File: src/rtl/floo_axis_vc_link_scheduler.sv
// Credit-based virtual-channel scheduler sharing one AXIS link between NumChan NoC channels.
// Define FLOO_VC_SCHED_RSP_PRIO_EN for fixed highest-index-first data arbitration instead of round-robin.
module floo_axis_vc_link_scheduler #(
   parameter int NumChan    = 2,
   parameter int NumCredits = 8,
   parameter int CntW       = $clog2(NumCredits + 1),
   parameter int SelW       = $clog2(NumChan)
) (
   input  logic                    clk_i,
   input  logic                    rst_i,
   input  logic [NumChan-1:0]      chan_valid_i,
   output logic [NumChan-1:0]      chan_ready_o,
   output logic [SelW-1:0]         sel_o,
   output logic                    link_valid_o,
   input  logic                    link_ready_i,
   output logic                    data_valid_o,
   output logic [SelW-1:0]         ret_chan_o,
   output logic [CntW-1:0]         ret_cnt_o,
   input  logic                    credit_valid_i,
   input  logic [SelW-1:0]         credit_chan_i,
   input  logic [CntW-1:0]         credit_cnt_i,
   input  logic [NumChan-1:0]      rx_consume_i,
   output logic [NumChan*CntW-1:0] credits_o
);

   // state | meaning
   // IDLE  | arbitrate every cycle, outputs follow inputs combinationally
   // HOLD  | beat offered but not taken; outputs frozen until link_ready_i
   typedef enum logic {IDLE, HOLD} state_e;

   state_e          state;
   logic [CntW-1:0] credit [NumChan];
   logic [CntW-1:0] pend   [NumChan];
   logic [SelW-1:0] ret_ptr;
`ifndef FLOO_VC_SCHED_RSP_PRIO_EN
   logic [SelW-1:0] data_ptr;
`endif

   logic [SelW-1:0] hold_sel;
   logic            hold_dv;
   logic [SelW-1:0] hold_ret_chan;
   logic [CntW-1:0] hold_ret_cnt;

   logic [NumChan-1:0] elig;
   logic [NumChan-1:0] has_pend;
   logic [SelW-1:0]    data_gnt;
   logic [SelW-1:0]    ret_gnt;
   logic               ret_found;
   logic               commit;

   logic [CntW:0]   credit_sum [NumChan];
   logic [CntW:0]   pend_sum   [NumChan];
   logic [CntW-1:0] credit_nxt [NumChan];
   logic [CntW-1:0] pend_nxt   [NumChan];

   function automatic logic [SelW-1:0] next_idx(input logic [SelW-1:0] idx);
      return (int'(idx) == NumChan - 1) ? '0 : idx + 1'b1;
   endfunction

   always_comb begin
      elig     = '0;
      has_pend = '0;
      for (int c = 0; c < NumChan; c++) begin
         elig[c]     = chan_valid_i[c] && (credit[c] != '0);
         has_pend[c] = (pend[c] != '0);
      end
   end

`ifdef FLOO_VC_SCHED_RSP_PRIO_EN
   // Highest index wins so responses drain ahead of requests.
   always_comb begin
      logic [SelW-1:0] cand;
      data_gnt = '0;
      cand     = '0;
      for (int i = 0; i < NumChan; i++) begin
         cand = SelW'(i);
         if (elig[cand]) data_gnt = cand;
      end
   end
`else
   always_comb begin
      logic [SelW-1:0] cand;
      logic            found;
      data_gnt = '0;
      cand     = '0;
      found    = 1'b0;
      for (int i = 0; i < NumChan; i++) begin
         cand = SelW'((int'(data_ptr) + i) % NumChan);
         if (!found && elig[cand]) begin
            found    = 1'b1;
            data_gnt = cand;
         end
      end
   end
`endif

   always_comb begin
      logic [SelW-1:0] cand;
      ret_gnt   = '0;
      ret_found = 1'b0;
      cand      = '0;
      for (int i = 0; i < NumChan; i++) begin
         cand = SelW'((int'(ret_ptr) + i) % NumChan);
         if (!ret_found && has_pend[cand]) begin
            ret_found = 1'b1;
            ret_gnt   = cand;
         end
      end
   end

   // Outputs are forced quiet while reset is asserted so no beat leaks out mid-reset.
   always_comb begin
      if (state == HOLD) begin
         sel_o        = hold_sel;
         data_valid_o = hold_dv;
         ret_chan_o   = hold_ret_chan;
         ret_cnt_o    = hold_ret_cnt;
         link_valid_o = 1'b1;
      end else begin
         sel_o        = data_gnt;
         data_valid_o = |elig;
         ret_chan_o   = ret_gnt;
         ret_cnt_o    = ret_found ? pend[ret_gnt] : '0;
         link_valid_o = (|elig) || (|has_pend);
      end
      if (rst_i) begin
         data_valid_o = 1'b0;
         ret_cnt_o    = '0;
         link_valid_o = 1'b0;
      end
   end

   assign commit = link_valid_o && link_ready_i;

   always_comb begin
      chan_ready_o = '0;
      if (commit && data_valid_o) chan_ready_o[sel_o] = 1'b1;
   end

   // Net per-cycle update; a take and a return on the same channel cancel out.
   always_comb begin
      for (int c = 0; c < NumChan; c++) begin
         credit_sum[c] = {1'b0, credit[c]};
         if (credit_valid_i && (credit_chan_i == SelW'(c)))
            credit_sum[c] = credit_sum[c] + {1'b0, credit_cnt_i};
         if (chan_ready_o[c])
            credit_sum[c] = credit_sum[c] - (CntW+1)'(1);
         credit_nxt[c] = (credit_sum[c] > (CntW+1)'(NumCredits)) ? CntW'(NumCredits)
                                                                 : credit_sum[c][CntW-1:0];

         pend_sum[c] = {1'b0, pend[c]} + (CntW+1)'(rx_consume_i[c]);
         if (commit && (ret_cnt_o != '0) && (ret_chan_o == SelW'(c)))
            pend_sum[c] = pend_sum[c] - {1'b0, ret_cnt_o};
         pend_nxt[c] = (pend_sum[c] > (CntW+1)'(NumCredits)) ? CntW'(NumCredits)
                                                             : pend_sum[c][CntW-1:0];
      end
   end

   always_comb begin
      credits_o = '0;
      for (int c = 0; c < NumChan; c++) credits_o[c*CntW +: CntW] = credit[c];
   end

   always_ff @(posedge clk_i or posedge rst_i) begin
      if (rst_i) begin
         state         <= IDLE;
         ret_ptr       <= '0;
`ifndef FLOO_VC_SCHED_RSP_PRIO_EN
         data_ptr      <= '0;
`endif
         hold_sel      <= '0;
         hold_dv       <= 1'b0;
         hold_ret_chan <= '0;
         hold_ret_cnt  <= '0;
         for (int c = 0; c < NumChan; c++) begin
            credit[c] <= CntW'(NumCredits);
            pend[c]   <= '0;
         end
      end else begin
         for (int c = 0; c < NumChan; c++) begin
            credit[c] <= credit_nxt[c];
            pend[c]   <= pend_nxt[c];
         end
`ifndef FLOO_VC_SCHED_RSP_PRIO_EN
         if (commit && data_valid_o) data_ptr <= next_idx(sel_o);
`endif
         if (commit && (ret_cnt_o != '0)) ret_ptr <= next_idx(ret_chan_o);
         case (state)
            IDLE: begin
               if (link_valid_o && !link_ready_i) begin
                  hold_sel      <= sel_o;
                  hold_dv       <= data_valid_o;
                  hold_ret_chan <= ret_chan_o;
                  hold_ret_cnt  <= ret_cnt_o;
                  state         <= HOLD;
               end
            end
            HOLD: begin
               if (link_ready_i) state <= IDLE;
            end
            default: state <= IDLE;
         endcase
      end
   end

`ifndef SYNTHESIS
   always_ff @(posedge clk_i) begin
      if (!rst_i) begin
         for (int c = 0; c < NumChan; c++) begin
            if (credit_sum[c] > (CntW+1)'(NumCredits))
               $error("credit counter overflow on channel %0d", c);
            if (pend_sum[c] > (CntW+1)'(NumCredits))
               $error("pending return counter overflow on channel %0d", c);
         end
      end
   end
`endif

endmodule

File: config.mk
export PLATFORM = sky130hd
export DESIGN_NAME = floo_axis_vc_link_scheduler
export DESIGN_NICKNAME = d
export VERILOG_FILES = /design/src/rtl/floo_axis_vc_link_scheduler.sv
export SDC_FILE = /design/constraint.sdc
export NUM_CORES = 1
export LEC_CHECK = 0
export ABC_AREA = 1
export CAP_MARGIN = 20
export CORE_ASPECT_RATIO = 1.1
export CORE_UTILIZATION = 40
export DETAILED_ROUTE_END_ITERATION = 16
export GPL_TIMING_DRIVEN = 0
export SLEW_MARGIN = 20
export SYNTH_ARGS = -nofsm -noshare
export SYNTH_HDL_FRONTEND = slang
export SYNTH_SLANG_ARGS = --single-unit
File: constraint.sdc
create_clock -name clk_i -period 3.2 [get_ports clk_i]
set_input_delay 0.8 -clock clk_i [delete_from_list [all_inputs] [get_ports clk_i]]
set_output_delay 0.8 -clock clk_i [all_outputs]
set_load 0.02 [all_outputs]
==> metrics.cfg, run 1 <==
[outcome]
status=finished clean

[final_layout]
layout.nets=438
seqCellArea_um2=653
multi_input_area_um2=1600
n_antenna_cell=0
fillers=619
stdcell_count=480
area_growth_pct=19.5
final_layout_size_suffix_gt1_share_pct=12.8
final_cell_mix=104 x nand2_1, 69 x inv_1, 33 x nand3_1, 25 x clkdlybuf4s50_1, 24 x dfrtp_1
mostFrequentLayoutCell=nand2_1

[worst_hold_path]
hold_depth=2
min_to=data_ptr
min_from=data_ptr
hold_path_class=register to register

[detailed_routing]
drt-pass1-iter-count=4
ant_nets=0
detail_route.iter0.violations=86
vias=2226
wl_per_cell_um=11.0
drt_drc_violations_left=0
routed_via_density=4.64
wl_um=5290

[global_route]
grt_util_met1_pct=20.8
antenna_found_initial=0
grt_util_all_layers_pct=17.4
grt_pass1_wl_um=9320
use_met2_pct=33.1
grtUsageMet3_pct=1.61
grt_max_degree=17
grt_pass1_vias=2129
grt.overflow.total=0
busiest_layer=met2

[power]
seqPwrFrac_pct=23.7
power_density_nw_per_um2=714
p_int_mw=1.11
sw_frac_of_total_pct=48.6
vdd_ir_drop_max_mv=0.399
combPwrFrac_pct=66.5
switching_power_mw=1.05
clkPwrFrac_pct=9.8
p_leak_nw=1.69

[die]
dieWidth_um=77.8
core_area_um2=6120
die_h_um=85.4
dieArea_um2=6640
io_pins=31
start_util_pct=41.3
row_count=30

[synth]
syn_inst=365
yosysWarnings=0
netlist.top_cell.by_area=dfrtp_1
syn_nets=402
yosys_register_bits=26
synth_top_area_share_pct=23.8
synth_seq_area_share_pct=25.9
synth.area.top_cells=dfrtp_1 24%, nand2_1 15%, ha_1 11%
synth.avg_cell_area_um2=6.92
netlist_area_um2=2530
synth_cell_type_count=33

[sta]
tightest_slew_ns=0.426
fin_tns_setup_ns=0
hold_violations=0
layout_setup_ws_ns=0.138
setup_violations=0
final-max-slew-violation-count=0
rsz0062_at_grt=no
fmax_mhz=327
finalClockSkew_ns=0.00159
period_minus_slack_ns=3.06
relSlewSlack_pct=71.3
finalCritPeriodShare_pct=95.7

[setup_path]
cp-end-kind=output pin
rr_worst_depth=21
critical_path.startpoint_type=input port
cp.arrival_ns=2.26
timing_worst_setup_path_type=input port to output pin
crit_fanout=6
critPathRequiredTime_ns=2.40
rrSetupSlack_ns=0.83
reg2reg_from=pend[2]
rr_endpoint=pend[4]

[clock_network]
cts_buffers=3
cts_setup_buffers=0
clk_latency_ns=0.27
h-tree-depth=1
path_clk_slew_ns=0.09
cts_max_path_buffers=2
cts_hold_buf=0
root_buffer=clkbuf_8
clock_sinks=26
tritoncts=done

[place]
io_buffers=30
gp_congestion=0.834
place_ws_ns=-0.868
hpwl_um=4330
dp_cells=475

[job]
cap_violations=0

[per-stage QoR]
stage | utilization [%] | total power [mW] | cell area, um^2 | hold WS [ns]
floorplan | - | 1.60 | 2530 | 0.445
global placement | 47.8 | 1.93 | 2930 | 0.464
detailed placement | 47.8 | 1.95 | 2930 | 0.461
CTS | 49.4 | 2.19 | 3020 | 0.485
global route | 49.3 | 2.40 | 3020 | 0.524
finish | 49.3 | 2.15 | 3020 | 0.484
[critical path, stage by stage]
cell             delay [ns]
dlygate4sd2_1          0.32
a21oi_2                0.29
nand2_4                0.12
inv_1                  0.11
clkdlybuf4s50_1        0.61
[metal layers]
metal / routed length (um) / part of all wire, %
met4: 47 / 0.89
met1: 2400 / 45
met2: 2660 / 50
met3: 189 / 3.6
met5: 0 / 0
[power groups by stage]
stage                     Clock (mW)  Sequential [mW]  Combinational, mW
after floorplan                    0            0.533               1.07
after detailed placement           0            0.519               1.43
after global routing           0.231            0.526               1.65
after global placement             0            0.516               1.42
after CTS                      0.219            0.512               1.45
final                          0.210            0.510               1.43
[synthesized netlist by cell type (all sizes together)]
master and instances:
nor3b 2, nand4 1, o21a 1, a22oi 1, fa 2, nand2 126
or2 2, a21oi 6, ha 22, nand3 34, mux2i 2, buf 1
nor3 3, xnor2 1, nor2 21, clkbuf 1, dfstp 2, o21ai 24
nand3b 6, xor2 12, inv 71, dfrtp 24
[logic make-up after synthesis]
group	share of synthesized area (%)
fa+ha+maj	12.5
mux	0.793
simple gates	38.4
flops	25.9
xor+xnor	4.51
compound gates	6.98
buf+inv	11.0
[worst max path at each step]
stage	start	end	cells after the start
after floorplan	rst_i	chan_ready_o[0]	5
after global placement	rst_i	chan_ready_o[0]	7
after detailed placement	rst_i	chan_ready_o[0]	7
after CTS	chan_valid_i[1]	chan_ready_o[1]	8
after global routing	chan_valid_i[1]	chan_ready_o[1]	8
final	rst_i	ret_cnt_o[1]	5
[area by class of cell]
cell class,instances,share of cell area (%)
Tap cell,80,3.32
Sequential cell,26,21.6
Timing Repair inverter,1,0.290
Timing Repair Buffer,30,9.74
Clock buffer,4,1.82
Buffer,2,0.373
Multi-Input combinational cell,266,53.1
Inverter,71,9.70
[what timing repair did]
item                                    CTS  global route
endpoints found under the setup margin    8             4
cloned                                    1             0
gates resized for setup                  11             4
Note: power is estimated with default switching activity, not from simulation.
==> inputs of run 2 (changes only) <==
Settings changed: CORE_ASPECT_RATIO 1.1 to 1.4.
==> run 2 against run 1 <==
  * Final cell count fell by 1.7%
  * Clock-buffer cell count did not move
  * Utilization rose by 1.2 points
  * Register-to-register slack barely moved
  * Largest power group unchanged
==> metrics.cfg, run 2 (same netlist as run 1, synthesis figures left out) <==
[setup_path]
rr_endpoint=pend[0]  ; was pend[4]
reg2reg_from=pend[2]  ; unchanged
critPathRequiredTime_ns=2.40  ; about the same
cp.arrival_ns=2.29  ; was 2.26 ns
rrSetupSlack_ns=0.83  ; about the same
critical_path.startpoint_type=input port  ; unchanged
timing_worst_setup_path_type=input port to output pin  ; unchanged
cp-end-kind=output pin  ; unchanged
crit_fanout=6  ; unchanged
rr_worst_depth=21  ; unchanged

[global_route]
antenna_found_initial=0  ; unchanged
grt_pass1_vias=2186  ; was 2,129
grt.overflow.total=0  ; unchanged
grt_pass1_wl_um=9510  ; was 9320 um
grt_util_all_layers_pct=18.0  ; was 17.4%
grt_max_degree=17  ; unchanged

[detailed_routing]
ant_nets=0  ; unchanged
detail_route.iter0.violations=85  ; was 86
wl_um=5470  ; was 5290 um
drt-pass1-iter-count=4  ; unchanged
vias=2242  ; was 2,226
wl_per_cell_um=11.6  ; was 11.0 um
routed_via_density=4.75  ; was 4.64
drt_drc_violations_left=0  ; unchanged

[sta]
final-max-slew-violation-count=0  ; unchanged
setup_violations=0  ; unchanged
layout_setup_ws_ns=0.114  ; was 0.138 ns
hold_violations=0  ; unchanged
fin_tns_setup_ns=0  ; unchanged
relSlewSlack_pct=72.8  ; was 71.3%
period_minus_slack_ns=3.09  ; was 3.06 ns
finalCritPeriodShare_pct=96.4  ; was 95.7%
tightest_slew_ns=0.403  ; was 0.426 ns
fmax_mhz=324  ; was 327 MHz
hold_ws_ns=0.494  ; was 0.484 ns
rsz0062_at_grt=yes  ; was no
finalClockSkew_ns=0.000952  ; was 0.00159 ns

[power]
power_density_nw_per_um2=715  ; was 714 nW/um^2
p_leak_nw=1.70  ; was 1.69 nW
combPwrFrac_pct=66.3  ; was 66.5%
p_int_mw=1.11  ; about the same
sw_frac_of_total_pct=48.7  ; was 48.6%
vdd_ir_drop_max_mv=0.437  ; was 0.399 mV
switching_power_mw=1.06  ; was 1.05 mW
seqPwrFrac_pct=23.6  ; was 23.7%
clkPwrFrac_pct=10.1  ; was 9.8%

[place]
io_buffers=30  ; unchanged
postPlaceCellArea_um2=2910  ; was 2930 um^2
place_ws_ns=-0.832  ; was -0.868 ns
hpwl_um=4470  ; was 4330 um
gp_congestion=0.817  ; was 0.834

[final_layout]
postLayoutCellArea_um2=3030  ; was 3020 um^2
final_cell_mix=104 x nand2_1, 69 x inv_1, 33 x nand3_1, 25 x clkdlybuf4s50_1, 24 x dfrtp_1  ; unchanged
mostFrequentLayoutCell=nand2_1  ; unchanged
fillers=613  ; was 619
final_layout_size_suffix_gt1_share_pct=13.2  ; was 12.8%
area_growth_pct=19.9  ; was 19.5%
n_antenna_cell=0  ; unchanged
layout.nets=440  ; was 438

[die]
core_area_um2=5990  ; was 6120 um^2
start_util_pct=42.2  ; was 41.3%
die_h_um=96.0  ; was 85.4 um
dieArea_um2=6640  ; about the same
row_count=33  ; was 30
io_pins=31  ; unchanged
dieWidth_um=69.2  ; was 77.8 um

[worst_hold_path]
min_from=hold_ret_cnt[0]  ; was data_ptr
hold_depth=2  ; unchanged
min_to=hold_ret_cnt[0]  ; was data_ptr
hold_path_class=register to register  ; unchanged

[clock_network]
h-tree-depth=1  ; unchanged
tritoncts=done  ; unchanged
clock_sinks=26  ; unchanged
root_buffer=clkbuf_8  ; unchanged
cts_hold_buf=0  ; unchanged
clk_latency_ns=0.27  ; about the same
cts_buffers=3  ; unchanged
path_clk_slew_ns=0.09  ; about the same
cts_max_path_buffers=2  ; unchanged

[job]
cap_violations=0  ; unchanged

[outcome]
status=finished clean  ; unchanged

[run 2: changes by cell type in the layout (fill, tap and decap cells not counted), sizes merged]
cell	delta
buf	+2
clkbuf	-1
clkdlybuf4s15	+1
[run 2: layer usage]
| layer | vias to the layer above | GRT usage [%] | part of all wire [%] |
|---|---|---|---|
| li1 | 1209 | - | - |
| met1 | 996 | 19.7 | 42 |
| met2 | 33 | 36.5 | 54 |
| met3 | 4 | 1.47 | 2.2 |
| met4 | 0 | 5.61 | 1.3 |
| met5 | - | 0 | 0 |
[run 2: through the flow]
stage	instances	util [%]	total power, mW
detailed placement	465	48.7	1.96
CTS	470	50.3	2.19
global placement	465	48.7	1.94
floorplan	365	-	1.60
global route	472	50.6	2.40
finish	472	50.6	2.17
[run 2: what timing repair did]
action / CTS / global route
cloned: 1 / 0
setup endpoints to repair: 8 / 4
pin swaps: 0 / 1
setup buffers: 0 / 2
gates resized for setup: 11 / 4
[run 2: worst max path at each step]
| stage | start | end | slack (ns) | depth (start not counted) |
|---|---|---|---|---|
| 3_5_place_dp | rst_i | chan_ready_o[0] | -0.83 | 7 |
| 2_1_floorplan | rst_i | chan_ready_o[0] | 0.18 | 5 |
| 6_report | chan_valid_i[1] | chan_ready_o[1] | 0.11 | 8 |
| 4_1_cts | chan_valid_i[1] | sel_o | 0.02 | 6 |
| 5_1_grt | chan_valid_i[1] | chan_ready_o[1] | -0.05 | 8 |
| 3_3_place_gp | rst_i | chan_ready_o[0] | -1.28 | 7 |
[run 2: cell type report]
| type | instances | area [um^2] | area share [%] |
|---|---|---|---|
| Clock buffer | 4 | 55.1 | 1.82 |
| Timing Repair Buffer | 32 | 315 | 10.4 |
| Inverter | 71 | 293 | 9.67 |
| Tap cell | 70 | 87.6 | 2.89 |
| Timing Repair inverter | 1 | 8.76 | 0.289 |
| Sequential cell | 26 | 653 | 21.6 |
| Multi-Input combinational cell | 266 | 1600 | 53.0 |
| Buffer | 2 | 11.3 | 0.372 |
[run 2: worst max-delay path, stage by stage]
cell and delay, ns:
clkdlybuf4s50_1 0.45, o21ai_1 0.10, inv_1 0.07, o21ai_0 0.08, o21ai_2 0.21, inv_1 0.12, nor2_4 0.16, clkdlybuf4s15_2 0.28
[run 2: power by group through the flow]
| stage | sequential (mW) | combinational (mW) | clock (mW) |
|---|---|---|---|
| after floorplan | 0.533 | 1.07 | 0 |
| after global placement | 0.517 | 1.42 | 0 |
| after detailed placement | 0.520 | 1.44 | 0 |
| after CTS | 0.513 | 1.46 | 0.224 |
| after global routing | 0.527 | 1.64 | 0.233 |
| final | 0.512 | 1.44 | 0.218 |
==> inputs of run 3 (changes only) <==
Settings changed: PLACE_DENSITY set to 0.7.
==> run 3 against run 2 <==
  * Sequential power is essentially flat
  * Sequential share of layout area grew 0.089 points
  * Register-to-register slack gained 0.02 ns
  * Worst setup slack gained 0.034 ns
  * Hold slack lost 0.012 ns
  * Utilization shrank 0.21 points
  * Maximum frequency grew 1.1%
  * Final cell count is the same
  * Flip-flop and latch count is the same
==> metrics.cfg, run 3 (same netlist as run 1, synthesis figures left out) <==
[clock_network]
tritoncts=done  ; unchanged
cts_max_path_buffers=2  ; unchanged
cts_buffers=3  ; unchanged
cts_hold_buf=0  ; unchanged
root_buffer=clkbuf_8  ; unchanged
clk_latency_ns=0.27  ; about the same
path_clk_slew_ns=0.08  ; was 0.09 ns
clock_sinks=26  ; unchanged
h-tree-depth=1  ; unchanged

[final_layout]
layout.nets=441  ; was 440
multi_input_area_um2=1600  ; unchanged
mostFrequentLayoutCell=nand2_1  ; unchanged
final_layout_size_suffix_gt1_share_pct=12.9  ; was 13.2%
n_antenna_cell=0  ; unchanged
area_growth_pct=19.4  ; was 19.9%
seqCellArea_um2=653  ; unchanged
stdcell_count=472  ; unchanged
final_cell_mix=104 x nand2_1, 69 x inv_1, 33 x nand3_1, 24 x dfrtp_1, 23 x clkdlybuf4s50_1  ; was 104 x nand2_1, 69 x inv_1, 33 x nand3_1, 25 x clkdlybuf4s50_1, 24 x dfrtp_1
fillers=622  ; was 613

[place]
gp_congestion=0.780  ; was 0.817
io_buffers=30  ; unchanged
dp_cells=465  ; unchanged
hpwl_um=4290  ; was 4470 um

[global_route]
grt_pass1_vias=2233  ; was 2,186
grt_pass1_wl_um=9480  ; was 9510 um
grt_util_all_layers_pct=17.6  ; was 18.0%
antenna_found_initial=0  ; unchanged
grt.overflow.total=0  ; unchanged
grt_max_degree=17  ; unchanged

[setup_path]
cp.arrival_ns=2.25  ; was 2.29 ns
cp_slowest_stage_delay_ns=0.62  ; was 0.45 ns
cp-end-kind=output pin  ; unchanged
crit_fanout=3  ; was 6
crit_path_frequent_cell=clkdlybuf4s50_1  ; was inv_1
cp_slowest_cell=clkdlybuf4s50_1  ; unchanged
critPathRequiredTime_ns=2.40  ; about the same
critical_path.startpoint_type=input port  ; unchanged
path_cells=clkdlybuf4s50_1 > o21ai_1 > nand4_1 > nand2_1 > inv_1 > clkdlybuf4s50_1  ; was clkdlybuf4s50_1 > o21ai_1 > inv_1 > o21ai_0 > o21ai_2 > inv_1 > nor2_4 > clkdlybuf4s15_2
timing_worst_setup_path_type=input port to output pin  ; unchanged

[detailed_routing]
detail_route.iter0.violations=93  ; was 85
vias=2268  ; was 2,242
routed_via_density=4.81  ; was 4.75
drt-pass1-iter-count=4  ; unchanged
wl_um=5220  ; was 5470 um
ant_nets=0  ; unchanged
wl_per_cell_um=11.1  ; was 11.6 um
drt_drc_violations_left=0  ; unchanged

[die]
start_util_pct=42.2  ; unchanged
core_area_um2=5990  ; unchanged
io_pins=31  ; unchanged
dieArea_um2=6640  ; unchanged
row_count=33  ; unchanged
dieWidth_um=69.2  ; unchanged
die_h_um=96.0  ; unchanged

[sta]
fmax_mhz=328  ; was 324 MHz
setup_violations=0  ; unchanged
finalClockSkew_ns=0.00363  ; was 0.000952 ns
tightest_slew_ns=0.445  ; was 0.403 ns
hold_ws_ns=0.482  ; was 0.494 ns
relSlewSlack_pct=70.0  ; was 72.8%
finalCritPeriodShare_pct=95.4  ; was 96.4%
rsz0062_at_grt=no  ; was yes
final-max-slew-violation-count=0  ; unchanged
hold_violations=0  ; unchanged
period_minus_slack_ns=3.05  ; was 3.09 ns

[worst_hold_path]
hold_path_class=register to register  ; unchanged

[job]
cap_violations=0  ; unchanged

[power]
vdd_ir_drop_max_mv=0.443  ; was 0.437 mV
p_leak_nw=1.69  ; was 1.70 nW
power_density_nw_per_um2=706  ; was 715 nW/um^2
total_power_mw=2.13  ; was 2.17 mW

[outcome]
status=finished clean  ; unchanged

[run 3: worst max-delay path: cells and delay by family]
family | cells | cell delay, ns
buf+inv | 3 | 1.17
simple gates | 2 | 0.18
compound gates | 1 | 0.10
[run 3: worst paths after layout]
kind                                  from      endpoint  slack (ns)  cells past startpoint
setup / recovery           chan_valid_i[1]  link_valid_o        0.15                      6
hold / removal                    data_ptr      data_ptr        0.48                      2
setup reg to reg                   pend[6]       pend[0]        0.85                     22
hold reg to reg                   data_ptr      data_ptr        0.48                      2
max in group asynchronous            rst_i  credits_o[7]        2.21                      2
min in group asynchronous            rst_i       pend[0]        0.66                      2
[run 3: power by group]
part	switching, mW	internal, mW	total [mW]
logic	0.872	0.562	1.43
clock network	0.0990	0.0844	0.183
registers	0.0785	0.432	0.511
total	1.05	1.08	2.13
[run 3: area by class of cell]
type / count / share of cell area [%]
plain buffers: 2 / 0.373
clock buffers: 3 / 1.37
inverters: 71 / 9.71
multi-input cells: 266 / 53.2
flip-flops and latches: 26 / 21.7
well taps: 70 / 2.90
repair buffers: 33 / 10.5
repair inverters: 1 / 0.290
[run 3: per-stage QoR]
step	setup WS, ns	instance area, um^2	setup TNS [ns]	utilization (%)
3_5_place_dp	-0.804	2910	-3.91	48.7
5_1_grt	0.00519	3020	0	50.4
6_report	0.148	3020	0	50.4
2_1_floorplan	0.183	2530	0	-
3_3_place_gp	-1.23	2910	-13.40	48.7
4_1_cts	0.0165	2990	0	50.0
[run 3: what timing repair did]
action                     4_1_cts  5_1_grt
buffers inserted                 0        3
setup endpoints to repair        8        2
gates cloned                     1        0
pin swaps                        0        2
gates resized for setup         15        0
[run 3: metal layers]
layer / vias up / GRT usage [%] / routed length (um)
li1: 1212 / - / -
met1: 1015 / 19.2 / 2280
met2: 36 / 35.7 / 2750
met3: 5 / 1.78 / 141
met4: 0 / 4.76 / 50
met5: - / 0 / 0
